--- config.mk ---
export PLATFORM = sky130hd
export DESIGN_NAME = cfg_frame_parser_flat
export DESIGN_NICKNAME = d
export VERILOG_FILES = /design/src/rtl/cfg_frame_parser_if.sv /design/src/rtl/cfg_frame_parser.sv /design/src/flat_wrapper.sv
export SDC_FILE = /design/constraint.sdc
export NUM_CORES = 1
export LEC_CHECK = 0
export BUFFER_PORTS_ARGS = -buffer_cell sky130_fd_sc_hd__buf_2
export CORE_MARGIN = 5
export CORE_UTILIZATION = 24
export CTS_BUF_LIST = sky130_fd_sc_hd__clkbuf_8 sky130_fd_sc_hd__clkbuf_16
export CTS_CLUSTER_SIZE = 16
export DETAILED_ROUTE_END_ITERATION = 7
export HOLD_SLACK_MARGIN = 0.02
export PLACE_DENSITY = 0.36
export REMOVE_ABC_BUFFERS = 1
export SKIP_CTS_REPAIR_TIMING = 1
export SLEW_MARGIN = 15
export SYNTH_ARGS = -nofsm -noshare
export SYNTH_HDL_FRONTEND = slang
export SYNTH_SLANG_ARGS = --single-unit
--- constraint.sdc ---
create_clock -name clk -period 4.6 [get_ports clk]
set_input_delay 0.92 -clock clk [delete_from_list [all_inputs] [get_ports clk]]
set_output_delay 0.92 -clock clk [all_outputs]
set_load 0.1 [all_outputs]
--- src/rtl/cfg_frame_parser_if.sv ---
// rtl/cfg_frame_parser_if.sv - byte input and RAM-write/status output bundle of the config frame parser
interface cfg_frame_parser_if;
   logic [7:0] rx_data;
   logic       rx_valid;
   logic [7:0] wr_data;
   logic [7:0] wr_addr;
   logic       wr_en;
   logic       pc_start;
   logic       frame_err;
   logic [1:0] err_code;
   logic       busy;

   // Byte source side (UART receiver or testbench)
   modport master (
      output rx_data, rx_valid,
      input  wr_data, wr_addr, wr_en, pc_start, frame_err, err_code, busy
   );

   // Parser side
   modport slave (
      input  rx_data, rx_valid,
      output wr_data, wr_addr, wr_en, pc_start, frame_err, err_code, busy
   );
endinterface

--- src/rtl/cfg_frame_parser.sv ---
// rtl/cfg_frame_parser.sv - HDR/LEN/payload/XOR frame parser writing channel RAM; optional CFG_BIT_REVERSE_EN
module cfg_frame_parser #(
   parameter logic [7:0] HDR     = 8'hA5,
   parameter int          LEN_MAX = 160,
   parameter int          TIMEOUT = 50000
) (
   input  logic               clk,
   input  logic               rst,
   cfg_frame_parser_if.slave  bus
);

   localparam int GW = $clog2(TIMEOUT + 1);
   localparam logic [GW-1:0] TIMEOUT_C = GW'(TIMEOUT);

   typedef enum logic [1:0] {IDLE, LEN, DATA, CHK} state_t;

   state_t        state, state_n;
   logic [7:0]    len_q, len_n;
   logic [7:0]    idx_q, idx_n;
   logic [7:0]    csum_q, csum_n;
   logic [GW-1:0] gap_q, gap_n;
   logic [7:0]    wr_data_q, wr_data_n;
   logic [7:0]    wr_addr_q, wr_addr_n;
   logic          wr_en_q, wr_en_n;
   logic          pc_start_q, pc_start_n;
   logic          frame_err_q, frame_err_n;
   logic [1:0]    err_code_q, err_code_n;
   logic [7:0]    rx_byte;
   logic          timeout;

`ifdef CFG_BIT_REVERSE_EN
   // Link delivers bytes MSB-first; mirror them before any interpretation
   assign rx_byte = {bus.rx_data[0], bus.rx_data[1], bus.rx_data[2], bus.rx_data[3],
                     bus.rx_data[4], bus.rx_data[5], bus.rx_data[6], bus.rx_data[7]};
`else
   assign rx_byte = bus.rx_data;
`endif

   // A byte in the same cycle as the gap limit wins over the timeout
   assign timeout = (state != IDLE) && !bus.rx_valid && (gap_q == TIMEOUT_C);

   // Next-state and next-register values; strobes default low each cycle
   always_comb begin
      state_n     = state;
      len_n       = len_q;
      idx_n       = idx_q;
      csum_n      = csum_q;
      gap_n       = gap_q;
      wr_data_n   = wr_data_q;
      wr_addr_n   = wr_addr_q;
      wr_en_n     = 1'b0;
      pc_start_n  = 1'b0;
      frame_err_n = 1'b0;
      err_code_n  = err_code_q;

      if (state != IDLE) begin
         if (bus.rx_valid)
            gap_n = '0;
         else if (!timeout)
            gap_n = gap_q + 1'b1;
      end

      if (timeout) begin
         frame_err_n = 1'b1;
         err_code_n  = 2'b11;
         gap_n       = '0;
         state_n     = IDLE;
      end else if (bus.rx_valid) begin
         case (state)
            IDLE: begin
               if (rx_byte == HDR) begin
                  err_code_n = 2'b00;
                  csum_n     = 8'h00;
                  idx_n      = 8'h00;
                  gap_n      = '0;
                  state_n    = LEN;
               end
            end
            LEN: begin
               if (rx_byte == 8'h00 || int'(rx_byte) > LEN_MAX) begin
                  frame_err_n = 1'b1;
                  err_code_n  = 2'b01;
                  state_n     = IDLE;
               end else begin
                  len_n   = rx_byte;
                  csum_n  = csum_q ^ rx_byte;
                  state_n = DATA;
               end
            end
            DATA: begin
               wr_en_n   = 1'b1;
               wr_data_n = rx_byte;
               wr_addr_n = idx_q;
               csum_n    = csum_q ^ rx_byte;
               idx_n     = idx_q + 8'd1;
               if (idx_q == len_q - 8'd1)
                  state_n = CHK;
            end
            CHK: begin
               if (rx_byte == csum_q) begin
                  pc_start_n = 1'b1;
               end else begin
                  frame_err_n = 1'b1;
                  err_code_n  = 2'b10;
               end
               state_n = IDLE;
            end
            default: state_n = IDLE;
         endcase
      end
   end

   // State and datapath registers; reset discards any partial frame silently
   always_ff @(posedge clk or posedge rst) begin
      if (rst) begin
         state       <= IDLE;
         len_q       <= 8'h00;
         idx_q       <= 8'h00;
         csum_q      <= 8'h00;
         gap_q       <= '0;
         wr_data_q   <= 8'h00;
         wr_addr_q   <= 8'h00;
         wr_en_q     <= 1'b0;
         pc_start_q  <= 1'b0;
         frame_err_q <= 1'b0;
         err_code_q  <= 2'b00;
      end else begin
         state       <= state_n;
         len_q       <= len_n;
         idx_q       <= idx_n;
         csum_q      <= csum_n;
         gap_q       <= gap_n;
         wr_data_q   <= wr_data_n;
         wr_addr_q   <= wr_addr_n;
         wr_en_q     <= wr_en_n;
         pc_start_q  <= pc_start_n;
         frame_err_q <= frame_err_n;
         err_code_q  <= err_code_n;
      end
   end

   assign bus.wr_data   = wr_data_q;
   assign bus.wr_addr   = wr_addr_q;
   assign bus.wr_en     = wr_en_q;
   assign bus.pc_start  = pc_start_q;
   assign bus.frame_err = frame_err_q;
   assign bus.err_code  = err_code_q;
   assign bus.busy      = (state != IDLE);

endmodule

--- src/flat_wrapper.sv ---
// flat-port wrapper written by rule: the top's interface ports become plain ports
module cfg_frame_parser_flat 
#(
   parameter logic [7:0] HDR     = 8'hA5,
   parameter int          LEN_MAX = 160,
   parameter int          TIMEOUT = 50000
)
  (clk, rst, bus_rx_data, bus_rx_valid, bus_wr_data, bus_wr_addr, bus_wr_en, bus_pc_start, bus_frame_err, bus_err_code, bus_busy);
  cfg_frame_parser_if bus_i ();
  input  logic clk;
  input  logic rst;
  input wire logic [$bits(bus_i.rx_data)-1:0] bus_rx_data;
  input wire logic [$bits(bus_i.rx_valid)-1:0] bus_rx_valid;
  output wire logic [$bits(bus_i.wr_data)-1:0] bus_wr_data;
  output wire logic [$bits(bus_i.wr_addr)-1:0] bus_wr_addr;
  output wire logic [$bits(bus_i.wr_en)-1:0] bus_wr_en;
  output wire logic [$bits(bus_i.pc_start)-1:0] bus_pc_start;
  output wire logic [$bits(bus_i.frame_err)-1:0] bus_frame_err;
  output wire logic [$bits(bus_i.err_code)-1:0] bus_err_code;
  output wire logic [$bits(bus_i.busy)-1:0] bus_busy;
  assign bus_i.rx_data = bus_rx_data;
  assign bus_i.rx_valid = bus_rx_valid;
  assign bus_wr_data = bus_i.wr_data;
  assign bus_wr_addr = bus_i.wr_addr;
  assign bus_wr_en = bus_i.wr_en;
  assign bus_pc_start = bus_i.pc_start;
  assign bus_frame_err = bus_i.frame_err;
  assign bus_err_code = bus_i.err_code;
  assign bus_busy = bus_i.busy;
  cfg_frame_parser #(.HDR(HDR), .LEN_MAX(LEN_MAX), .TIMEOUT(TIMEOUT)) u_core (.clk(clk), .rst(rst), .bus(bus_i));
endmodule
# [After elaboration in Yosys (flattened, before gate mapping)]
# Index checks and enable logic that the tools add are counted.
[totals] ff_bits=63 inputBits=11 out_inout_bits=22
[op_classes] n_addsub=3 magnitude_cmp=1 eq_ne=13 mux=34 bitwise=3 n_reduce_logical=17
[ops] operator="16-bit two-way mux" n=6
[ops] operator="8-bit one-hot mux with 3 select lines" n=1
[ops] operator="2-bit two-way mux" n=10
[ops] operator="16-bit by 1-bit adder with 16-bit output (second input constant)" n=1
[ops] operator="16-bit equality test (second input constant)" n=1
[ops] operator="8-bit equality test" n=2
[ops] operator="8-bit two-way mux" n=2
[ops] operator="8-bit one-hot mux with 2 select lines" n=1
[ops] operator="1-bit two-way mux" n=11
[ops] operator="5-bit AND reduction" n=2
[ops] operator="3-bit by 1-bit inequality test with 1-bit output (second input constant)" n=3
[ops] operator="8-bit by 1-bit adder with 8-bit output (second input constant)" n=1
[ops] operator="8-bit equality test (second input constant)" n=1
[ops] operator="8-bit > comparator (second input constant)" n=1
[ops] operator="8-bit zero test" n=1
[ops] operator="2-bit one-hot mux with 4 select lines" n=1
[ops] operator="4-bit AND reduction" n=2
[ops] operator="8-bit by 1-bit subtractor with 8-bit output (second input constant)" n=1
[ops] operator="8-bit XOR" n=1
[ops] operator="2-bit one-hot mux with 3 select lines" n=1
[ops] operator="3-bit AND reduction" n=2
[ops] operator="2-bit nonzero test" n=3
[ops] operator="2-bit equality test (second input constant)" n=2
[ops] operator="4-bit nonzero test" n=1
[ops] operator="other kinds (11)" n=13

# [Longest topological paths before layout]
[depth] depth_word=7 ltp_mapped=10

# [Worst setup path before layout]
# OpenSTA, ideal clock, no wires.
[synth_path] path_kind="register to register" startpoint="register u_core.state[0]" endpoint="register u_core.idx_q[7]" setup_ns=0.131 arrival_ns=2.590 required_ns=4.469 setup_slack_ns=1.879 path_stages_with_launch=10 n_path_buf=1 synth_period_minus_slack_ns=2.721 cell_sequence="dfrtp_1 -> inv_1 -> ha_1 -> clkbuf_1 -> inv_1 -> or4_1 -> a21boi_2 -> nand4_1 -> xor2_1 -> nor2_1"
[synth_between] elab_chain_len=5 elab_cells_between_ends=10 cone_classes="eq/ne: 2; mux: 1; bitwise: 1; reduce/logical: 6"
[synth_lines] item="from (decl)" line="cfg_frame_parser.sv:17" rtl="state_t state, state_n;"
[synth_lines] item="from (signal assigned)" line="cfg_frame_parser.sv:128" rtl="state <= state_n;"
[synth_lines] item="2-bit nonzero test"
[synth_lines] item="net bus_busy" line="flat_wrapper.sv:20" rtl="output wire logic [$bits(bus_i.busy)-1:0] bus_busy;"
[synth_lines] item="1-bit logical AND (2 in series)" line="cfg_frame_parser.sv:40" rtl="assign timeout = (state != IDLE) && !bus.rx_valid && (gap_q == TIMEOUT_C);"
[synth_lines] item="1-bit NOT (no source line)"
[synth_lines] item="4-bit AND reduction (no source line)"
[synth_lines] item="to (signal assigned)" line="cfg_frame_parser.sv:130" rtl="idx_q <= idx_n;"
[synth_lines] item="to (decl)" line="cfg_frame_parser.sv:19" rtl="logic [7:0] idx_q, idx_n;"
# The timed path passes the listed nets, and every way through them passes these cells.
# A chain may end at the register's enable or synchronous reset.

# [Worst setup path after layout]
[layout_path] startpoint="input port bus_rx_data[3]" endpoint="register u_core.csum_q[1]"
[layout_between] elab_chain_len=4 elab_cells_between_ends=7 cone_classes="order compare: 1; eq/ne: 3; reduce/logical: 3"
[layout_lines] item="from (decl)" line="flat_wrapper.sv:12" rtl="input wire logic [$bits(bus_i.rx_data)-1:0] bus_rx_data;"
[layout_lines] item="8-bit > comparator or 8-bit zero test (tied branches)" line="cfg_frame_parser.sv:80" rtl="if (rx_byte == 8'h00 || int'(rx_byte) > LEN_MAX) begin"
[layout_lines] item="1-bit logical OR" line="cfg_frame_parser.sv:80"
[layout_lines] item="2-bit inequality test (no source line)"
[layout_lines] item="5-bit AND reduction (no source line) (*)"
[layout_lines] item="to (signal assigned)" line="cfg_frame_parser.sv:131" rtl="csum_q <= csum_n;"
[layout_lines] item="to (decl)" line="cfg_frame_parser.sv:20" rtl="logic [7:0] csum_q, csum_n;"
# Every way passes the cells marked *; elsewhere a longest branch is shown, timed or not.

==> qor.txt <==
number of clock sinks: 63
setup repair after global routing missed its margin: false
RePlAce Congestion: 0.704
Buf+Inv Stages, Crit Path: 1
total power per unit cell area: 727 nW/um^2
clock tree from TritonCTS: done
Die Span X: 131 um
cell type of the slowest stage on the worst timing path: sky130_fd_sc_hd__a211o_1
capture instance of the worst register-to-register path: u_core.gap_q[6]$_DFF_PP0_
count of synthesis-stage warnings from yosys: 0
Post-Place Worst Slack: 1.53 ns
Tightest Hold Check Type: flip-flop to flip-flop
Post-DP HPWL: 6.15 mm
final max-slew violation count: 0
number of standard-cell rows in the floorplan: 44
Primary FF master, synth: sky130_fd_sc_hd__dfrtp_1
largest net degree at the start of global routing: 34
nature of the critical path startpoint: input pin
total placed cells including tap cells: 562
area of the core: 14500 um^2
data required time of the critical path: 4.86 ns
initial core utilization: 24.3%
Filler Cell Count: 1539
final setup slack of the worst path: 1.90 ns
status: finished clean
CTS buffer count: 9
syn_area_per_cell: 9.71 um^2
fraction of final layout cells with drive strength greater than 1: 19.8%
total die area: 17200 um^2
maximum level of the CTS H-tree: 3
DRC violations left: 0
number of buffer cells added on primary ports: 32
post-synthesis instance total: 363
grt total ovfl: 0
antenna violations before repair: 0
Final nets: 409
Worst Reg-to-Reg Cells: 8
Peak Freq: 0.370 GHz
total iterations of the first detailed-routing run: 4
worst stage delay on the critical path: 0.50 ns
Relative slew margins: 47.7%
Worst EP arrival: 2.96 ns
Die Y: 131 um
flip-flop and latch area: 1580 um^2
Total Negative Setup Slacks: 0 ns
chain of cells forming the critical path: buf_2 -> or3_4 -> o31ai_2 -> nand2_1 -> a211o_1 -> or2_4 -> o21ai_1
number of enable-type register cells in the synthesized netlist: 0
launch instance of the worst min-delay path: u_core.bus.wr_addr[1]$_DFFE_PP0P_
share of flip-flops with an asynchronous set or reset: 100%
critical setup path kind: input pin to flip-flop
Maximum Capacitance Violations: 0
first-pass GRT wire length: 15.0 mm
total global routing track utilization: 10.8%
Iter 0 DRT Violations: 137
final cell count without fillers: 578
post-synthesis to final-layout area growth: 18.3%
final hold violation count: 0
library cell used as clock root buffer: sky130_fd_sc_hd__clkbuf_16
peak supply drop: 388 uV
static leakage power: 1.86 nW
clk buf depth: 2
Worst Hold Depth: 2
RR Startpoint: u_core.state[0]$_DFFE_PP0P_
distinct cell type count of the synthesized netlist: 52
mapped cell area: 3520 um^2
multi-input gate area in the final layout: 1800 um^2
IO Pins: 33
time the worst path needs with I/O delays and setup: 2.70 ns
antenna fix cells: 0
Final setup violation count: 0
Total Routed Length: 8.88 mm
routed vias: 2731
reg-to-reg slack, setup: 2.13 ns
clock-pin transition on the worst setup and hold timing paths: 0.05 ns
post-route fraction of the period consumed by the critical path: 58.7%
biggest fanout along the worst timing path: 12
per-cell via count in the routed design: 4.72
Hold Path End: u_core.bus.wr_addr[1]$_DFFE_PP0P_
actual slew at the worst max-slew pin: 0.783 ns
clock tree skew after final layout: 0.00631 ns
proportion of synthesized chip area in sequential cells: 44.7%
wire per inst: 15.4 um
flop and latch count out of synthesis: 63
remaining antenna violation count after routing: 0
kind of cell adding the most delay to the critical path: simple AND/OR/NAND/NOR gates
via count of the first global-routing pass: 2741
Worst-Skew Late Latency: 0.34 ns
element type at the critical path end: flip-flop
## worst reg2reg max path, stage by stage, from the launching register on
cell	delay [ns]
sky130_fd_sc_hd__dfrtp_1	0.43
sky130_fd_sc_hd__inv_1	0.12
sky130_fd_sc_hd__ha_1	0.22
sky130_fd_sc_hd__buf_4	0.23
sky130_fd_sc_hd__nor2_1	0.18
sky130_fd_sc_hd__nand3_1	0.10
sky130_fd_sc_hd__or4_1	0.54
sky130_fd_sc_hd__nand2_1	0.41
sky130_fd_sc_hd__nor2_1	0.11
## cell families (layout without fill, tap and decap cells)
| kind of cell | after synthesis | in the layout | synth area share [%] |
|---|---|---|---|
| AOI/OAI and AO/OA | 59 | 59 | 11.3 |
| xor gates and xnor gates | 28 | 28 | 6.96 |
| adders and majority gates | 9 | 9 | 3.20 |
| buffers and inverters | 35 | 66 | 4.15 |
| DFF | 63 | 63 | 44.7 |
| muxes | 29 | 29 | 8.98 |
| and+or+nand+nor | 140 | 140 | 20.7 |
## cell type report
| type | count | area share, % |
|---|---|---|
| flip-flops and latches | 63 | 37.8 |
| clock buffers | 11 | 6.06 |
| repair buffers | 34 | 4.20 |
| inverters | 16 | 1.44 |
| clock inverters | 5 | 1.74 |
| well taps | 184 | 5.52 |
| multi-input cells | 265 | 43.2 |
## cells in the mapped netlist, types with 2 or more instances
library cell	n	area, um^2
sky130_fd_sc_hd__nor3_1	8	40.0
sky130_fd_sc_hd__nand2_1	26	97.6
sky130_fd_sc_hd__o21ai_0	14	70.1
sky130_fd_sc_hd__dfrtp_1	63	1580
sky130_fd_sc_hd__clkbuf_1	16	60.1
sky130_fd_sc_hd__nand2b_1	10	62.6
sky130_fd_sc_hd__a2bb2oi_1	2	17.5
sky130_fd_sc_hd__nand4_1	7	43.8
sky130_fd_sc_hd__or4_1	7	52.6
sky130_fd_sc_hd__a31oi_1	2	12.5
sky130_fd_sc_hd__a21oi_1	16	80.1
sky130_fd_sc_hd__nand4b_1	3	26.3
sky130_fd_sc_hd__o21ai_1	6	30.0
sky130_fd_sc_hd__mux2i_1	8	80.1
sky130_fd_sc_hd__xor2_1	14	123
sky130_fd_sc_hd__a22o_1	3	26.3
sky130_fd_sc_hd__buf_6	2	22.5
sky130_fd_sc_hd__nor2_1	43	161
sky130_fd_sc_hd__nand3b_1	3	22.5
sky130_fd_sc_hd__xnor2_1	14	123
sky130_fd_sc_hd__nor4_1	5	31.3
sky130_fd_sc_hd__inv_1	16	60.1
sky130_fd_sc_hd__mux2_2	21	236
sky130_fd_sc_hd__nand3_1	11	55.1
sky130_fd_sc_hd__or3_1	2	12.5
sky130_fd_sc_hd__a211o_1	3	26.3
sky130_fd_sc_hd__ha_1	9	113
sky130_fd_sc_hd__and3_1	5	31.3
## flip-flops by register name (all words and copies together) (netlist names)
register and cells:
u_core.bus.err_code 2, u_core.bus.frame_err 1, u_core.bus.pc_start 1, u_core.bus.wr_addr 8, u_core.bus.wr_data 8, u_core.bus.wr_en 1
u_core.csum_q 8, u_core.gap_q 16, u_core.idx_q 8, u_core.len_q 8, u_core.state 2
## power by group
part | switching, mW | internal (mW) | leakage [nW]
clock | 0.250 | 0.499 | 0.168
combinational | 0.964 | 0.407 | 0.873
sequential | 0.182 | 0.731 | 0.819
## stage by stage
stage	instance area, um^2	hold slack [ns]	util [%]	total power, mW
after detailed placement	3840	0.470	26.5	2.31
after global routing	4170	0.514	28.8	3.24
after floorplan	3440	0.470	-	2.01
after CTS	4170	0.483	28.8	3.07
final	4170	0.475	28.8	3.03
after global placement	3840	0.471	26.5	2.31
## per-layer routing
| layer | part of all wire [%] | GRT usage [%] | vias up | wire length (um) |
|---|---|---|---|---|
| met5 | 0 | 0 | - | 0 |
| met4 | 2.0 | 3.81 | 0 | 174 |
| met3 | 3.0 | 3.33 | 14 | 267 |
| met2 | 47 | 17.0 | 40 | 4190 |
| met1 | 48 | 14.1 | 1347 | 4240 |
| li1 | - | - | 1330 | - |
## layout by cell type (no fill, tap or decap), types with 3 or more instances in the layout
cell type,synthesis,layout
sky130_fd_sc_hd__a211o_1,3,3
sky130_fd_sc_hd__a21oi_1,16,16
sky130_fd_sc_hd__a22o_1,3,3
sky130_fd_sc_hd__and3_1,5,5
sky130_fd_sc_hd__buf_2,0,32
sky130_fd_sc_hd__clkbuf_16,0,9
sky130_fd_sc_hd__dfrtp_1,63,63
sky130_fd_sc_hd__ha_1,9,9
sky130_fd_sc_hd__inv_1,16,17
sky130_fd_sc_hd__mux2_2,21,21
sky130_fd_sc_hd__mux2i_1,8,8
sky130_fd_sc_hd__nand2_1,26,26
sky130_fd_sc_hd__nand2b_1,10,10
sky130_fd_sc_hd__nand3_1,11,11
sky130_fd_sc_hd__nand3b_1,3,3
sky130_fd_sc_hd__nand4_1,7,7
sky130_fd_sc_hd__nand4b_1,3,3
sky130_fd_sc_hd__nor2_1,43,43
sky130_fd_sc_hd__nor3_1,8,8
sky130_fd_sc_hd__nor4_1,5,5
sky130_fd_sc_hd__o21ai_0,14,14
sky130_fd_sc_hd__o21ai_1,6,6
sky130_fd_sc_hd__or4_1,7,7
sky130_fd_sc_hd__xnor2_1,14,14
sky130_fd_sc_hd__xor2_1,14,14
## worst max path at each step
stage | to | from | slack, ns | depth (start not counted)
final | u_core.csum_q[1]$_DFFE_PP0P_ | bus_rx_data[3] | 1.90 | 7
after global routing | u_core.csum_q[0]$_DFFE_PP0P_ | bus_rx_data[3] | 1.74 | 7
after CTS | u_core.csum_q[0]$_DFFE_PP0P_ | bus_rx_data[4] | 1.89 | 7
after detailed placement | u_core.csum_q[0]$_DFFE_PP0P_ | bus_rx_data[4] | 1.53 | 7
after global placement | u_core.csum_q[0]$_DFFE_PP0P_ | bus_rx_data[4] | 1.57 | 7
after floorplan | u_core.idx_q[7]$_DFFE_PP0P_ | u_core.state[0]$_DFFE_PP0P_ | 1.50 | 8
Power figures use the tool's default switching activity.
